[src/rtl/adc_pkg.sv]
// adc_pkg: shared sample width and capture-FSM state encoding
package adc_pkg;
  localparam int SAMPLE_W = 12;
  typedef enum logic [2:0] {
    IDLE    = 3'd0,
    PREFILL = 3'd1,
    ARMED   = 3'd2,
    POST    = 3'd3,
    DONE    = 3'd4
  } state_t;
endpackage

[src/rtl/adc_capture_buffer_if.sv]
// adc_capture_buffer_if: sample input, trigger control and readout handshake bundle
interface adc_capture_buffer_if;
  import adc_pkg::*;
  logic [SAMPLE_W-1:0] sample_in;
  logic [SAMPLE_W-1:0] trig_level;
  logic [SAMPLE_W-1:0] rd_data;
  logic sample_valid;
  logic arm;
  logic rd_en;
  logic rd_valid;
  logic busy;
  logic triggered;
  logic done;
  modport master (
    output sample_in, sample_valid, arm, trig_level, rd_en,
    input  rd_data, rd_valid, busy, triggered, done
  );
  modport slave (
    input  sample_in, sample_valid, arm, trig_level, rd_en,
    output rd_data, rd_valid, busy, triggered, done
  );
endinterface

[src/rtl/adc_sample_ram.sv]
// adc_sample_ram: simple dual-port sample store with registered read data
module adc_sample_ram
  import adc_pkg::*;
#(
  parameter int DEPTH  = 256,
  parameter int ADDR_W = 8
) (
  input  logic                clk,
  input  logic                rst,
  input  logic                we,
  input  logic [ADDR_W-1:0]   waddr,
  input  logic [SAMPLE_W-1:0] wdata,
  input  logic                re,
  input  logic [ADDR_W-1:0]   raddr,
  output logic [SAMPLE_W-1:0] rdata
);
  logic [SAMPLE_W-1:0] mem [DEPTH];
  always_ff @(posedge clk) begin
    if (we) mem[waddr] <= wdata;
  end
  always_ff @(posedge clk or posedge rst) begin
    if (rst) rdata <= '0;
    else if (re) rdata <= mem[raddr];
  end
endmodule

[src/rtl/adc_capture_buffer.sv]
// adc_capture_buffer: circular pre/post-trigger sample capture with oldest-first readout
module adc_capture_buffer
  import adc_pkg::*;
#(
  parameter int DEPTH  = 256,
  parameter int ADDR_W = 8,
  parameter int PRE    = 64
) (
  input logic clk,
  input logic rst,
  adc_capture_buffer_if.slave bus
);
  localparam logic [ADDR_W-1:0] PRE_A  = ADDR_W'(PRE);
  localparam logic [ADDR_W-1:0] POST_N = ADDR_W'(DEPTH - PRE - 1);
  localparam logic [ADDR_W-1:0] LAST   = ADDR_W'(DEPTH - 1);
  state_t state, nxt;
  logic [ADDR_W-1:0] wr_ptr, rd_ptr, start_ptr, cnt;
  logic [SAMPLE_W-1:0] prev;
  logic trig_q, rv_q, wr, hit, rd_acc;
  assign wr     = bus.sample_valid && !bus.arm && (state inside {PREFILL, ARMED, POST});
  assign hit    = wr && state == ARMED && prev < bus.trig_level && bus.sample_in >= bus.trig_level;
  assign rd_acc = bus.rd_en && !bus.arm && state == DONE;
  always_comb begin
    nxt = bus.arm           ? (PRE == 0 ? ARMED : PREFILL)
        : state == PREFILL  ? (wr && cnt == PRE_A - 1'b1 ? ARMED : PREFILL)
        : state == ARMED    ? (hit ? (POST_N == '0 ? DONE : POST) : ARMED)
        : state == POST     ? (wr && cnt == ADDR_W'(1) ? DONE : POST)
        : state == DONE     ? (rd_acc && cnt == LAST ? IDLE : DONE)
        : IDLE;
  end
  always_ff @(posedge clk or posedge rst) begin
    if (rst) begin
      state     <= IDLE;
      wr_ptr    <= '0;
      rd_ptr    <= '0;
      start_ptr <= '0;
      cnt       <= '0;
      prev      <= '1;
      trig_q    <= 1'b0;
      rv_q      <= 1'b0;
    end else begin
      state <= nxt;
      rv_q  <= rd_acc;
      if (bus.arm) begin
        wr_ptr <= '0;
        cnt    <= '0;
        prev   <= '1;
        trig_q <= 1'b0;
      end else begin
        if (wr) wr_ptr <= wr_ptr + 1'b1;
        if (wr && state == PREFILL) begin
          cnt  <= cnt + 1'b1;
          prev <= bus.sample_in;
        end
        if (hit) begin
          trig_q    <= 1'b1;
          start_ptr <= wr_ptr - PRE_A;
          cnt       <= POST_N;
        end else if (wr && state == ARMED) begin
          prev <= bus.sample_in;
        end
        if (wr && state == POST) cnt <= cnt - 1'b1;
        if (nxt == DONE && state != DONE) begin
          rd_ptr <= state == ARMED ? wr_ptr - PRE_A : start_ptr;
          cnt    <= '0;
        end
        if (rd_acc) begin
          rd_ptr <= rd_ptr + 1'b1;
          cnt    <= cnt + 1'b1;
        end
      end
    end
  end
  adc_sample_ram #(.DEPTH(DEPTH), .ADDR_W(ADDR_W)) u_ram (
    .clk   (clk),
    .rst   (rst),
    .we    (wr),
    .waddr (wr_ptr),
    .wdata (bus.sample_in),
    .re    (rd_acc),
    .raddr (rd_ptr),
    .rdata (bus.rd_data)
  );
  assign bus.rd_valid  = rv_q;
  assign bus.busy      = state inside {PREFILL, ARMED, POST};
  assign bus.triggered = trig_q;
  assign bus.done      = state == DONE;
endmodule
[src/flat_wrapper.sv]
// flat-port wrapper written by rule: the top's interface ports become plain ports
module adc_capture_buffer_flat import adc_pkg::*;
#(
  parameter int DEPTH  = 256,
  parameter int ADDR_W = 8,
  parameter int PRE    = 64
)
  (clk, rst, bus_sample_in, bus_sample_valid, bus_arm, bus_trig_level, bus_rd_en, bus_rd_data, bus_rd_valid, bus_busy, bus_triggered, bus_done);
  adc_capture_buffer_if bus_i ();
  input logic clk;
  input logic rst;
  input wire logic [$bits(bus_i.sample_in)-1:0] bus_sample_in;
  input wire logic [$bits(bus_i.sample_valid)-1:0] bus_sample_valid;
  input wire logic [$bits(bus_i.arm)-1:0] bus_arm;
  input wire logic [$bits(bus_i.trig_level)-1:0] bus_trig_level;
  input wire logic [$bits(bus_i.rd_en)-1:0] bus_rd_en;
  output wire logic [$bits(bus_i.rd_data)-1:0] bus_rd_data;
  output wire logic [$bits(bus_i.rd_valid)-1:0] bus_rd_valid;
  output wire logic [$bits(bus_i.busy)-1:0] bus_busy;
  output wire logic [$bits(bus_i.triggered)-1:0] bus_triggered;
  output wire logic [$bits(bus_i.done)-1:0] bus_done;
  assign bus_i.sample_in = bus_sample_in;
  assign bus_i.sample_valid = bus_sample_valid;
  assign bus_i.arm = bus_arm;
  assign bus_i.trig_level = bus_trig_level;
  assign bus_i.rd_en = bus_rd_en;
  assign bus_rd_data = bus_i.rd_data;
  assign bus_rd_valid = bus_i.rd_valid;
  assign bus_busy = bus_i.busy;
  assign bus_triggered = bus_i.triggered;
  assign bus_done = bus_i.done;
  adc_capture_buffer #(.DEPTH(DEPTH), .ADDR_W(ADDR_W), .PRE(PRE)) u_core (.clk(clk), .rst(rst), .bus(bus_i));
endmodule
[config.mk]
export PLATFORM = sky130hd
export DESIGN_NAME = adc_capture_buffer_flat
export DESIGN_NICKNAME = d
export VERILOG_FILES = /design/src/rtl/adc_pkg.sv /design/src/rtl/adc_capture_buffer_if.sv /design/src/rtl/adc_sample_ram.sv /design/src/rtl/adc_capture_buffer.sv /design/src/flat_wrapper.sv
export SDC_FILE = /design/constraint.sdc
export NUM_CORES = 2
export LEC_CHECK = 0
export CAP_MARGIN = 20
export CORE_AREA = 2 2 705 356
export DETAILED_ROUTE_END_ITERATION = 12
export DIE_AREA = 0 0 707 358
export GPL_TIMING_DRIVEN = 0
export MAX_ROUTING_LAYER = met4
export PLACE_DENSITY_LB_ADDON = 0.25
export SYNTH_ARGS = -nofsm -noshare
export SYNTH_HDL_FRONTEND = slang
export SYNTH_HIERARCHICAL = 1
export SYNTH_SLANG_ARGS = --single-unit
[constraint.sdc]
create_clock -name clk -period 4.1 [get_ports clk]
set_clock_uncertainty 0.2 [all_clocks]
set_input_delay 0.615 -clock clk [delete_from_list [all_inputs] [get_ports clk]]
set_output_delay 0.615 -clock clk [all_outputs]
set_load 0.02 [all_outputs]
==> results.tsv <==
stage	metric	value	unit
status	status	finished with violations	
status	failing checks	negative setup slack	
placement	# port buffers	43	
sta	Final Max Slew Viols	0	
route	met3 WL	126000	µm
power_and_ir_drop	leakage power	0.0445	µW
placement	dpl hpwl	415000	µm
global_route	first-pass GRT wire length	746000	µm
logic_synthesis	most frequent cell after synthesis	edfxtp_1	
power_and_ir_drop	sequential power share	56.1	%
logic_synthesis	post-synthesis sequential area ratio	76.3	%
floorplan	Initial Util	49.9	%
global_route	Total GRT Usage	48.5	%
cts	maximum clock path buffer count	4	
run	max cap viols	0	
placement	dpl cells	9828	
critical_path	r2r startpoint	u_core/rd_ptr[5]	
cts	clock-pin slew on the worst setup and hold paths	0.07	ns
critical_path	r2r setup slk	-0.22	ns
cts	clk sinks	3133	
logic_synthesis	Post-synth EDFFs	3072	
floorplan	IO Pins	45	
hold_path	worst min-delay path category	primary input to flop	
logic_synthesis	Synth Register Bits	3133	
power_and_ir_drop	Sw Share	20.9	%
critical_path	Setup CP Type	flop to flop	
critical_path	Critical Path Fanout Max	10	
route	uppermost layer routed	met4	
power_and_ir_drop	Gate power share	1.6	%
cts	H-tree level count	5	
global_route	largest net degree at the start of global routing	148	
sta	Worst Max-Slew Pin Slew	1.40	ns
critical_path	reg2reg path depth	10	
logic_synthesis	ys flop type	edfxtp_1	
power_and_ir_drop	P_sw	13100	µW
critical_path	R2R Path End	u_core/u_ram/rdata[11]	
finish	Final Instance Count excl. Fillers	10471	
sta	Fin. Hold Viols	0	
hold_path	WHS Endpoint	u_core/prev[0]	
finish	share of cells above drive strength 1	28.8	%
logic_synthesis	Yosys cell types	83	
sta	Max Fclk	0.231	GHz
route	M1 WL	206000	µm
logic_synthesis	Mapped Avg Cell Area	20.0	µm²
global_route	total gr overflow	0	
sta	post-route minimum period	4.32	ns
critical_path	Crit path arrival time	4.88	ns
floorplan	Rows	129	
floorplan	die area	253000	µm²
floorplan	core area	246000	µm²
logic_synthesis	ys async rst share	1.95	%
sta	Period Utilization, post-route	105	%
finish	area grow syn2layout	18.5	%
floorplan	die width	707	µm
global_route	initial antenna violation count	83	
global_route	vias in the first global route	69996	
route	met2 WL post-DR	227000	µm
route	Avg WL per Cell	57.1	µm
route	DR DRC count	0	
route	via/cell ratio	7.57	
route	DR iter-0 viols	18157	
logic_synthesis	Synthesis Warnings	6	
sta	Slew HR	6.36	%
critical_path	Critical Path RT	4.66	ns
logic_synthesis	top cells by area, synth	edfxtp_1 (75%), mux4_2 (9.9%), mux2i_1 (3.6%)	
sta	worst hold margin	0.0638	ns
logic_synthesis	Synth Instances	6148	
cts	TritonCTS clock tree	done	
route	DR pass1 iterations	8	
hold_path	hold path start	bus_arm	
placement	GPL Wtd Cong	1.07	
finish	Layout Nets	6948	
critical_path	Setup crit end kind	flop	
sta	final setup vio count	301	
cts	root buffer cell	clkbuf_16	
power_and_ir_drop	part of the power in the clock network	42.3	%
route	Final ANT Viol Nets	0	
logic_synthesis	Synth Net Count	6205	
logic_synthesis	cell taking the most area after synthesis	edfxtp_1	
hold_path	Hold Path Stages	4	
power_and_ir_drop	Internal Power	49600	µW
floorplan	die height	358	µm
logic_synthesis	Synth top cells by count	edfxtp_1 (3,072), mux4_2 (543), mux2i_1 (444)	
logic_synthesis	top cell type's share of synthesized area	75.0	%
route	via count	79299	
sta	worst setup margin	-0.220	ns
cts	Worst-Skew Late Latency	0.92	ns
sta	RSZ-0062 raised after global routing	true	
power_and_ir_drop	peak supply drop	0.325	mV
cts	TritonCTS buffer count	286	
critical_path	Startpoint Class	flop	
logic_synthesis	Post-Syn Area	123000	µm²
power_and_ir_drop	PD cells	431	nW/µm²
finish	Core Util, Final	59.1	%
route	WL final	597000	µm
## power groups by stage
stage / clock network, µW / logic, µW / registers [µW]
2_1_floorplan: 0 / 160 / 35900
3_3_place_gp: 0 / 813 / 36300
3_5_place_dp: 0 / 956 / 35900
4_1_cts: 26400 / 966 / 35200
5_1_grt: 27700 / 1030 / 35200
6_report: 26500 / 1010 / 35200
## cell families after synthesis
logic type	Yosys count	share of synthesized area [%]
flip-flops	3133	76.3
multiplexers	1008	14.0
AND/OR/NAND/NOR	806	2.96
AO/OA/AOI/OAI	762	4.31
buffers and inverters	398	2.08
adder cells (fa/ha/maj)	28	0.285
XOR/XNOR	13	0.0926
## worst max path at each step
stage | startpoint | to | slack, ns
floorplan | bus_arm | u_core/u_ram/mem[234][0] | 0.64
global placement | bus_sample_in[3] | u_core/prev[6] | -7.64
detailed placement | u_core/rd_ptr[1] | u_core/u_ram/rdata[10] | -2.34
CTS | u_core/rd_ptr[1] | u_core/u_ram/rdata[10] | -0.03
global route | u_core/rd_ptr[0] | u_core/u_ram/rdata[5] | -0.17
finish | u_core/rd_ptr[5] | u_core/u_ram/rdata[11] | -0.22
## critical path, stage by stage, from the launching register on
cell,delay (ns)
dfrtp_2,0.59
clkbuf_2,0.37
and2_2,0.48
nand2_1,0.26
clkbuf_2,0.42
buf_2,0.39
a211oi_2,0.53
nand2_1,0.29
nand3_1,0.30
nor3_1,0.09
a221o_1,0.26
## registers in the layout (all words and copies together), names as in the netlist
signal and count:
u_core/u_ram/mem 3072, u_core/cnt 8, u_core/bus.triggered 1, u_core/bus.rd_valid 1
u_core/u_ram/rdata 12, u_core/wr_ptr 8, u_core/prev 12, u_core/state 3
u_core/rd_ptr 8, u_core/start_ptr 8
## metal layers
metal  global-route usage (%)  vias to the layer above
li1                         -                    27122
met1                     61.0                    42009
met2                     59.5                     8584
met3                     30.6                     1584
met4                     24.7                        0
met5                        -                        -
## cells in the final DEF (no fill, tap or decap), types with 18 or more instances in the layout
| cell | count |
|---|---|
| a22oi_1 | 98 |
| ha_1 | 28 |
| buf_16 | 63 |
| clkinv_1 | 48 |
| nor2b_1 | 24 |
| o22ai_1 | 173 |
| and3_1 | 27 |
| clkbuf_4 | 37 |
| buf_2 | 21 |
| nor3_1 | 34 |
| buf_12 | 103 |
| a21oi_1 | 91 |
| nand2_1 | 197 |
| o221ai_1 | 63 |
| nor2_4 | 22 |
| buf_8 | 209 |
| clkinv_2 | 43 |
| o21ai_0 | 59 |
| dfrtp_1 | 46 |
| inv_1 | 22 |
| clkdlybuf4s50_1 | 31 |
| clkbuf_16 | 296 |
| nand3_1 | 68 |
| buf_6 | 90 |
| mux2i_1 | 442 |
| mux4_2 | 543 |
| a211oi_1 | 53 |
| edfxtp_1 | 3072 |
| buf_4 | 130 |
| nor2_1 | 113 |
| mux4_1 | 18 |
| clkbuf_2 | 58 |
| clkbuf_1 | 140 |
| nor2_2 | 192 |
| diode_2 | 103 |
| a31oi_1 | 19 |
## area by class of cell
class	instances	area, µm²
plain buffers	365	3750
repair buffers	461	6550
well taps	3275	4100
diodes	103	258
inverters	27	118
multi-input cells	2617	28400
clock buffers	369	7690
flip-flops and latches	3133	93800
fillers	17717	101000
clock inverters	121	996
## repair_timing
item	CTS	global route
setup buffers	43	4
hold buffers	5	0
endpoints found under the hold margin	111	0
gates resized for setup	519	116
pin swaps	19	10
setup endpoints to repair	2658	229
## metrics by stage
| stage | TNS (ns) | instance area, µm² | setup WS (ns) | total power, µW |
|---|---|---|---|---|
| after floorplan | 0 | 123000 | 0.641 | 36000 |
| after global placement | - | 127000 | -7.64 | 37100 |
| after detailed placement | -3639.93 | 134000 | -2.34 | 36800 |
| after CTS | -0.0465 | 145000 | -0.0292 | 62600 |
| after global routing | -0.434 | 146000 | -0.169 | 63900 |
| final | -24.31 | 146000 | -0.220 | 62700 |
Power figures use the tool's default switching activity.
